--- config.mk ---
export PLATFORM = sky130hd
export DESIGN_NAME = if_stage
export DESIGN_NICKNAME = d
export VERILOG_FILES = /design/src/rtl/if_stage_pkg.sv /design/src/rtl/ifid_reg.sv /design/src/rtl/if_stage.sv
export SDC_FILE = /design/constraint.sdc
export NUM_CORES = 1
export LEC_CHECK = 0
export ABC_AREA = 1
export BUFFER_PORTS_ARGS = -buffer_cell sky130_fd_sc_hd__buf_2
export CAP_MARGIN = 20
export CORE_MARGIN = 8
export CORE_UTILIZATION = 57
export CTS_BUF_LIST = sky130_fd_sc_hd__clkbuf_8 sky130_fd_sc_hd__clkbuf_16
export DETAILED_ROUTE_END_ITERATION = 10
export GPL_TIMING_DRIVEN = 0
export PLACE_DENSITY = 0.89
export REMOVE_ABC_BUFFERS = 1
export SETUP_SLACK_MARGIN = 0.1
export SYNTH_ARGS = -nofsm -noshare
export SYNTH_HDL_FRONTEND = slang
export SYNTH_HIERARCHICAL = 1
export SYNTH_SLANG_ARGS = --single-unit
--- constraint.sdc ---
create_clock -name clk -period 3 [get_ports clk]
set_input_delay 0.45 -clock clk [delete_from_list [all_inputs] [get_ports clk]]
set_output_delay 0.45 -clock clk [all_outputs]
set_load 0.02 [all_outputs]
--- src/rtl/if_stage_pkg.sv ---
// Shared fetch-stage definitions: NOP encoding, PC step, fetch FSM states and opcode field.
package if_stage_pkg;

    localparam logic [31:0] INSTR_NOP  = 32'h0000_0000;
    localparam int unsigned PC_STEP    = 4;
    localparam int unsigned OPCODE_MSB = 31;
    localparam int unsigned OPCODE_LSB = 26;

    typedef enum logic [1:0] {
        StReq,
        StDrop,
        StHold
    } fetch_state_e;

    function automatic logic [OPCODE_MSB-OPCODE_LSB:0] opcode_of(input logic [31:0] instr);
        return instr[OPCODE_MSB:OPCODE_LSB];
    endfunction

endpackage

--- src/rtl/ifid_reg.sv ---
// Generic pipeline register with flush/hold/load controls; flush beats hold, hold beats load.
module ifid_reg #(
    parameter int unsigned DATA_W = 32,
    parameter int unsigned PC_W   = 32
) (
    input  logic              clk,
    input  logic              rst,
    input  logic              load_i,
    input  logic              hold_i,
    input  logic              flush_i,
    input  logic [DATA_W-1:0] instr_i,
    input  logic [PC_W-1:0]   pc_i,
    output logic [DATA_W-1:0] instr_o,
    output logic [PC_W-1:0]   pc_o,
    output logic              valid_o
);

    logic [DATA_W-1:0] instr_q, instr_d;
    logic [PC_W-1:0]   pc_q, pc_d;
    logic              valid_q, valid_d;

    always_comb begin
        instr_d = instr_q;
        pc_d    = pc_q;
        valid_d = valid_q;
        if (flush_i) begin
            // Flush yields a NOP bubble; the stale PC is harmless once valid is low.
            instr_d = '0;
            valid_d = 1'b0;
        end else if (!hold_i && load_i) begin
            instr_d = instr_i;
            pc_d    = pc_i;
            valid_d = 1'b1;
        end
    end

    always_ff @(posedge clk) begin
        if (rst) begin
            instr_q <= '0;
            pc_q    <= '0;
            valid_q <= 1'b0;
        end else begin
            instr_q <= instr_d;
            pc_q    <= pc_d;
            valid_q <= valid_d;
        end
    end

    assign instr_o = instr_q;
    assign pc_o    = pc_q;
    assign valid_o = valid_q;

endmodule

--- src/rtl/if_stage.sv ---
// Instruction fetch stage: owns the PC, drives a variable-latency imem handshake, feeds IF/ID.
module if_stage
    import if_stage_pkg::*;
#(
    parameter int unsigned        ADDR_W   = 32,
    parameter int unsigned        INSTR_W  = 32,
    parameter logic [ADDR_W-1:0]  RESET_PC = '0
) (
    input  logic               clk,
    input  logic               rst,
    input  logic               freeze,
    input  logic               branch_taken,
    input  logic [ADDR_W-1:0]  branch_addr,
    output logic               imem_req,
    output logic [ADDR_W-1:0]  imem_addr,
    input  logic [INSTR_W-1:0] imem_rdata,
    input  logic               imem_ready,
    output logic [INSTR_W-1:0] ifid_instr,
    output logic [ADDR_W-1:0]  ifid_pc,
    output logic               ifid_valid
);

    fetch_state_e       state_q, state_d;
    logic [ADDR_W-1:0]  pc_q, pc_d;
    logic [ADDR_W-1:0]  redirect_q, redirect_d;
    logic [INSTR_W-1:0] buf_q, buf_d;

    logic [ADDR_W-1:0]  pc_plus4;
    logic               ifid_load, ifid_hold, ifid_flush;
    logic [INSTR_W-1:0] ifid_instr_in;
    logic [ADDR_W-1:0]  ifid_pc_in;

    assign pc_plus4 = pc_q + ADDR_W'(PC_STEP);

    always_comb begin
        state_d       = state_q;
        pc_d          = pc_q;
        redirect_d    = redirect_q;
        buf_d         = buf_q;
        ifid_load     = 1'b0;
        ifid_hold     = 1'b0;
        ifid_flush    = 1'b0;
        ifid_instr_in = imem_rdata;
        ifid_pc_in    = pc_plus4;
        unique case (state_q)
            StReq: begin
                if (branch_taken) begin
                    ifid_flush = 1'b1;
                    if (imem_ready) begin
                        pc_d = branch_addr;
                    end else begin
                        // Outstanding address must stay stable, so redirect after it completes.
                        redirect_d = branch_addr;
                        state_d    = StDrop;
                    end
                end else if (imem_ready) begin
                    pc_d = pc_plus4;
                    if (freeze) begin
                        buf_d     = imem_rdata;
                        ifid_hold = 1'b1;
                        state_d   = StHold;
                    end else begin
                        ifid_load = 1'b1;
                    end
                end else if (freeze) begin
                    ifid_hold = 1'b1;
                end else begin
                    ifid_flush = 1'b1;
                end
            end
            StDrop: begin
                ifid_flush = 1'b1;
                if (branch_taken) begin
                    if (imem_ready) begin
                        pc_d    = branch_addr;
                        state_d = StReq;
                    end else begin
                        redirect_d = branch_addr;
                    end
                end else if (imem_ready) begin
                    pc_d    = redirect_q;
                    state_d = StReq;
                end
            end
            StHold: begin
                if (branch_taken) begin
                    ifid_flush = 1'b1;
                    pc_d       = branch_addr;
                    state_d    = StReq;
                end else if (freeze) begin
                    ifid_hold = 1'b1;
                end else begin
                    // pc_q already advanced past the buffered instruction.
                    ifid_load     = 1'b1;
                    ifid_instr_in = buf_q;
                    ifid_pc_in    = pc_q;
                    state_d       = StReq;
                end
            end
            default: state_d = StReq;
        endcase
    end

    always_ff @(posedge clk) begin
        if (rst) begin
            state_q    <= StReq;
            pc_q       <= RESET_PC;
            redirect_q <= '0;
            buf_q      <= '0;
        end else begin
            state_q    <= state_d;
            pc_q       <= pc_d;
            redirect_q <= redirect_d;
            buf_q      <= buf_d;
        end
    end

    assign imem_req  = !rst && (state_q != StHold);
    assign imem_addr = pc_q;

    ifid_reg #(
        .DATA_W (INSTR_W),
        .PC_W   (ADDR_W)
    ) u_ifid_reg (
        .clk     (clk),
        .rst     (rst),
        .load_i  (ifid_load),
        .hold_i  (ifid_hold),
        .flush_i (ifid_flush),
        .instr_i (ifid_instr_in),
        .pc_i    (ifid_pc_in),
        .instr_o (ifid_instr),
        .pc_o    (ifid_pc),
        .valid_o (ifid_valid)
    );

endmodule

After elaboration in Yosys (flattened, before gate mapping). Index checks and enable logic that the tools add are counted.

Register bits: 163. Input bits: 69. Output and inout bits: 98. Logic and storage cells: 68.

Add/sub/neg operators: 1. Eq/ne operators: 10. Mux-type cells: 33. Bitwise gates (word level): 3. Reduce and logical (&&, ||, !) cells: 14.

Operator list (count): 32-bit 2-to-1 mux (12); 32-bit case mux with 3 select lines (1); 32-bit by 3-bit adder with 32-bit output (second input constant) (1); 3-bit inequality test (second input constant) (5); 2-bit 2-to-1 mux (7); 1-bit 2-to-1 mux (10); 2-bit inequality test (second input constant) (3); 2-bit case mux with 3 select lines (1); 3-bit AND reduction (2); 2-bit OR reduction (3); 5-bit AND reduction (1); 4-bit AND reduction (1); 1-bit NOT (3); 1-bit case mux with 3 select lines (1); 3-bit nonzero test (1); 2-bit by 1-bit equality test with 1-bit output (second input constant) (1); 2-bit equality test (second input constant) (1); 1-bit logical AND (2); 1-bit logical NOT (2); 2-bit logical NOT (1); 1-bit case mux with 2 select lines (1); 2-bit AND reduction (1).

Depth between registers and ports, before layout.
Depth in word-level cells: 6. Gate-level depth with buffers: 15. Gate-level depth less buffers: 12.

Cells and area by module. The synthesis kept the hierarchy.

By module, submodules not included: if_stage (instances 1, cells each 1127, area each 6996.7 um^2, seq. area each 1961.9 um^2); ifid_reg (instances 1, cells each 347, area each 2476.1 um^2, seq. area each 1301.2 um^2).

Worst setup path after synthesis. OpenSTA, ideal clock, no wires.

Kind: reg2reg. Start: reg state_q[0]. End: reg u_ifid_reg.instr_q[23], in the netlist u_ifid_reg/instr_o[23]. Setup time: 0.116 ns. Arrival: 2.016 ns. Data required time: 2.884 ns. Path slack: 0.868 ns. Stages on the path, launching flop included: 14. Path buffers: 4. Period minus slack after synthesis: 2.132 ns. Cell sequence: dfxtp_1 > inv_1 > ha_1 > buf_4 > inv_4 > nor2_8 > inv_2 > buf_6 > clkbuf_1 > a21oi_1 > nand2_2 > clkbuf_1 > o21ai_0 > nor2_1.

Elaborated cells on any way between the ends: 11. Classes of those cells: eq/ne: 2; mux: 4; reduce/logical: 5.

RTL lines: from (decl) (line if_stage.sv:23) `fetch_state_e state_q, state_d;`; from (signal assigned) (line if_stage.sv:106) `state_q <= StReq;`; from (signal assigned) (line if_stage.sv:111) `state_q <= state_d;`; 2-bit equality test / 2-bit logical NOT (equally long branches) (line if_stage.sv:45) `unique case (state_q)`; 1-bit case mux with 2 select lines * (line if_stage.sv:45); net ifid_load (line if_stage.sv:29) `logic ifid_load, ifid_hold, ifid_flush;`; 1-bit logical AND * (line ifid_reg.sv:30) `end else if (!hold_i && load_i) begin`; to (signal assigned) (line ifid_reg.sv:43) `instr_q <= instr_d;`; to (decl) (line ifid_reg.sv:18) `logic [DATA_W-1:0] instr_q, instr_d;`.

Mark *: on every way through the listed nets, which the timed path passes. The rest lies on a longest branch. A chain may end at the register's enable or synchronous reset.

Worst setup path after layout.
Start: reg state_q[0]. End: reg pc_q[3], in the netlist imem_addr[3].

Longest elaborated chain between the ends: 3. Elaborated cells on any way between the ends: 9. Classes of those cells: eq/ne: 5; mux: 1; reduce/logical: 3.

Ends and longest elaborated chain: 2-bit by 1-bit equality test with 1-bit output (tied with other cells) (line if_stage.sv:45); 3-bit inequality test (no line) (tied with other cells); 4-bit AND reduction (no line); to (signal assigned) (line if_stage.sv:112) `pc_q <= pc_d;`; to (decl) (line if_stage.sv:24) `logic [ADDR_W-1:0] pc_q, pc_d;`.

Parallel ways exist; a longest one is shown, timed or not.

==> key figures <==
Run status
  • Status: finished clean

STA
  • Fin Hold WS: about 320 ps
  • Setup TNS: 0 ps
  • Final worst slack: 299 ps
  • Final setup fails: 0
  • Fin. max-slew vios: 0
  • Tmin final: 2700 ps
  • RSZ-0062 raised after global routing: no
  • Worst-Margin Slew: approximately 950 ps
  • Final Cycle Share: between 90 and 100%
  • Peak Freq: about 370 MHz
  • Final setup skew: slightly below 8 ps
  • Rel. slew slack: a little under two fifths
  • Hold Fails Final Rpt: 0

Setup path
  • R2R cell count: 7
  • FF-to-FF setup slack: 300 ps
  • Crit path largest cell delay: about 570 ps
  • Worst Path Max Fanout: 12
  • Critical Path Slowest Stage Cell: ha_2
  • Worst setup path class: reg -> reg
  • Critical path arrival: about 3000 ps
  • Critical-path cell list: inv_1 > ha_2 > clkinvlp_4 > o21ai_2 > o22ai_1 > a21oi_1 > a211oi_1
  • Worst path buffer plus inverter count: 2
  • Startpoint kind of the worst setup timing path: flop
  • Crit path max-delay family: compound AO/OA/AOI/OAI gates
  • Critical path capture point type: flop
  • R2r endpoint: imem_addr[3]
  • CP required: 3270 ps
  • Worst R2R Start: state_q[0]

CTS
  • Clock slew at reported path FFs: 60 ps
  • Root buffer cell: clkbuf_16
  • H-tree levels: 4
  • TritonCTS clock tree: done
  • Clk_lat worst skew: ~430 ps
  • CTS Buf Count: 17
  • Clock sinks: 163
  • Clk buf depth: 2
  • CTS Hold Bufs: 0

Worst hold path
  • Hold endpoint: redirect_q[8]
  • Worst Hold Depth: 3
  • Worst hold path class: in -> reg
  • Hold_sp: branch_addr[8]

Routing
  • DR DRC count: 0
  • Number of iterations in the first detailed-routing pass: 6
  • Routed vias: ~10000
  • Via-to-Cell Ratio: around 5.5
  • Post-DRT Antenna Nets: 0
  • 1st-iter DRT viols: 850
  • Routed wire length: roughly 29 mm
  • Routed length per instance: approximately 16 um

Synth
  • Post-Syn Instances: ~1500
  • Syn Std Cell Area: ~9500 um2
  • Synth Area per Inst: between 6 and 7 um2
  • Yosys cell types: 43
  • YS warnings: 6
  • Number of synthesized register bits: about 160
  • Sequential area share after synthesis: about 34%

GRT
  • Largest net degree at the start of global routing: 67
  • Total grt overflow: 0
  • First-pass GRT wire length: 45.3 mm
  • Gr usage total: around a quarter
  • Vias in the first global route: about 9200
  • Initial antenna violation count: 2

Final layout
  • Final core utilization: approximately two thirds
  • Share of layout cells above drive strength 1: between 10% and 20%
  • Nets: 1646
  • Commonest non-fill, non-tap cell in the layout: nand2_1
  • Area growth syn-to-layout: 15.5%
  • Post-Layout Cell Count: around 1800
  • Commonest cells after routing, fill and taps aside: nand2_1 (351), nor2_1 (183), inv_1 (174)

Floorplanning
  • Die area: 21000 um2
  • Die Width: between 100 and 150 um
  • Die Ht: roughly 140 um
  • Core footprint: approximately 16000 um2
  • # rows: 47
  • Io pins: roughly 170
  • Initial Utilization: a little under 60%

Job
  • Max_cap viols: 0

Placement
  • GPL Wtd Cong: about 0.86
  • Pre-CTS setup slack: -960 ps
  • DP Wirelength: between 15 and 20 mm
  • Placed Cells incl. Taps: roughly 1800
  • IO Port Bufs: around 170

Pwr
  • Leak: 0.00499 uW
  • Power Density: a little over 800 nW/um2
  • Worst VDD drop: between 0.4 and 0.5 mV
## stage by stage
step / cell area [um2] / total power [uW]
final: 10900 / 8860
after global routing: 10900 / 9380
after CTS: 10800 / 8710
after detailed placement: 10100 / 6270
after global placement: 10000 / 6110
after floorplan: 8890 / 5190
## synth_stat cells
cell | number | area share, %
nand2_1 | 351 | 14
nor2_1 | 183 | 7.3
inv_1 | 173 | 6.9
dfxtp_1 | 163 | 34
o21ai_0 | 131 | 6.9
a21oi_1 | 117 | 6.2
nand3_1 | 56 | 3.0
clkbuf_1 | 49 | 1.9
a31oi_1 | 41 | 2.7
o31ai_1 | 24 | 1.9
buf_2 | 22 | 1.2
o21ai_1 | 22 | 1.2
nand4_1 | 19 | 1.3
o22ai_1 | 14 | 0.92
xor2_1 | 14 | 1.3
buf_6 | 13 | 1.5
nor2_4 | 9 | 1.1
a211oi_1 | 8 | 0.63
inv_2 | 8 | 0.32
buf_4 | 6 | 0.48
clkbuf_8 | 5 | 0.73
ha_1 | 5 | 0.66
nor2_2 | 5 | 0.33
a21oi_2 | 4 | 0.37
nand2_2 | 4 | 0.26
clkbuf_2 | 3 | 0.16
mux2i_1 | 3 | 0.32
and2_1 | 2 | 0.13
nand2_4 | 2 | 0.24
nor2_8 | 2 | 0.42
nor3_1 | 2 | 0.11
o211ai_1 | 2 | 0.16
xor2_2 | 2 | 0.34
buf_1 | 1 | 0.040
clkinv_1 | 1 | 0.040
dlygate4sd1_1 | 1 | 0.092
inv_4 | 1 | 0.066
nand3_4 | 1 | 0.18
o21a_1 | 1 | 0.079
o21ai_2 | 1 | 0.092
o21bai_1 | 1 | 0.079
o221ai_1 | 1 | 0.092
xnor2_1 | 1 | 0.092
## worst reg2reg max path: stages (launching register included)
cell and delay, ps:
dfxtp_1 460, inv_1 160, ha_2 570, clkinvlp_4 410, o21ai_2 530, o22ai_1 160, a21oi_1 160, a211oi_1 90
## power by group
part,leakage [uW],internal [uW],switching (uW)
registers,0.00133,2540,416
clock network,0.000319,1480,885
logic,0.00334,1170,2370
## cell families (layout without fill, tap and decap cells)
logic type | count (synthesis) | in the layout | share of synthesized area [%]
multiplexers | 3 | 3 | 0.317
buffers and inverters | 283 | 390 | 13.4
AO/OA/AOI/OAI | 367 | 367 | 21.3
adder cells (fa/ha/maj) | 5 | 5 | 0.660
AND/OR/NAND/NOR | 636 | 639 | 28.1
XOR/XNOR | 17 | 17 | 1.73
other | 0 | 2 | 0
flip-flops | 163 | 163 | 34.4
## what timing repair did
action | 4_1_cts | 5_1_grt
buffers inserted | 0 | 3
gates resized for setup | 15 | 7
setup endpoints to repair | 97 | 119
hold endpoints to repair | 0 | 0
pin swaps | 1 | 3
gates cloned | 2 | 2
## worst max path at each step
| stage | endpoint | cells after the start | start | slack, ps |
|---|---|---|---|---|
| floorplan | redirect_q[0] | 7 | state_q[1] | -120 |
| global placement | redirect_q[7] | 7 | state_q[1] | -1490 |
| detailed placement | u_ifid_reg/pc_o[13] | 12 | state_q[0] | -960 |
| CTS | u_ifid_reg/instr_o[22] | 9 | state_q[1] | 90 |
| global route | u_ifid_reg/instr_o[31] | 13 | state_q[0] | 70 |
| finish | imem_addr[3] | 7 | state_q[0] | 300 |
## metal layers
metal	vias to the layer above	track usage, %	routed length (um)
li1	4952	-	-
met1	4422	31.6	11700
met2	515	42.2	13300
met3	70	5.85	2870
met4	0	10.7	797
met5	-	0	0
## cell type report
class	count	area, um2
fill	1412	5460
multi-input combinational	1031	5040
sequential	163	3260
timing repair buffer	175	1010
inverter	183	716
clock buffer	18	439
tap	220	275
clock inverter	13	193
timing repair inverter	1	5.00
antenna	2	5.00
## registers in the layout, summed over array words and instances, names as in the netlist
register / count
state_q: 2
u_ifid_reg/pc_o: 32
imem_addr: 32
redirect_q: 32
u_ifid_reg/valid_o: 1
buf_q: 32
u_ifid_reg/instr_o: 32
Power figures use the tool's default switching activity.
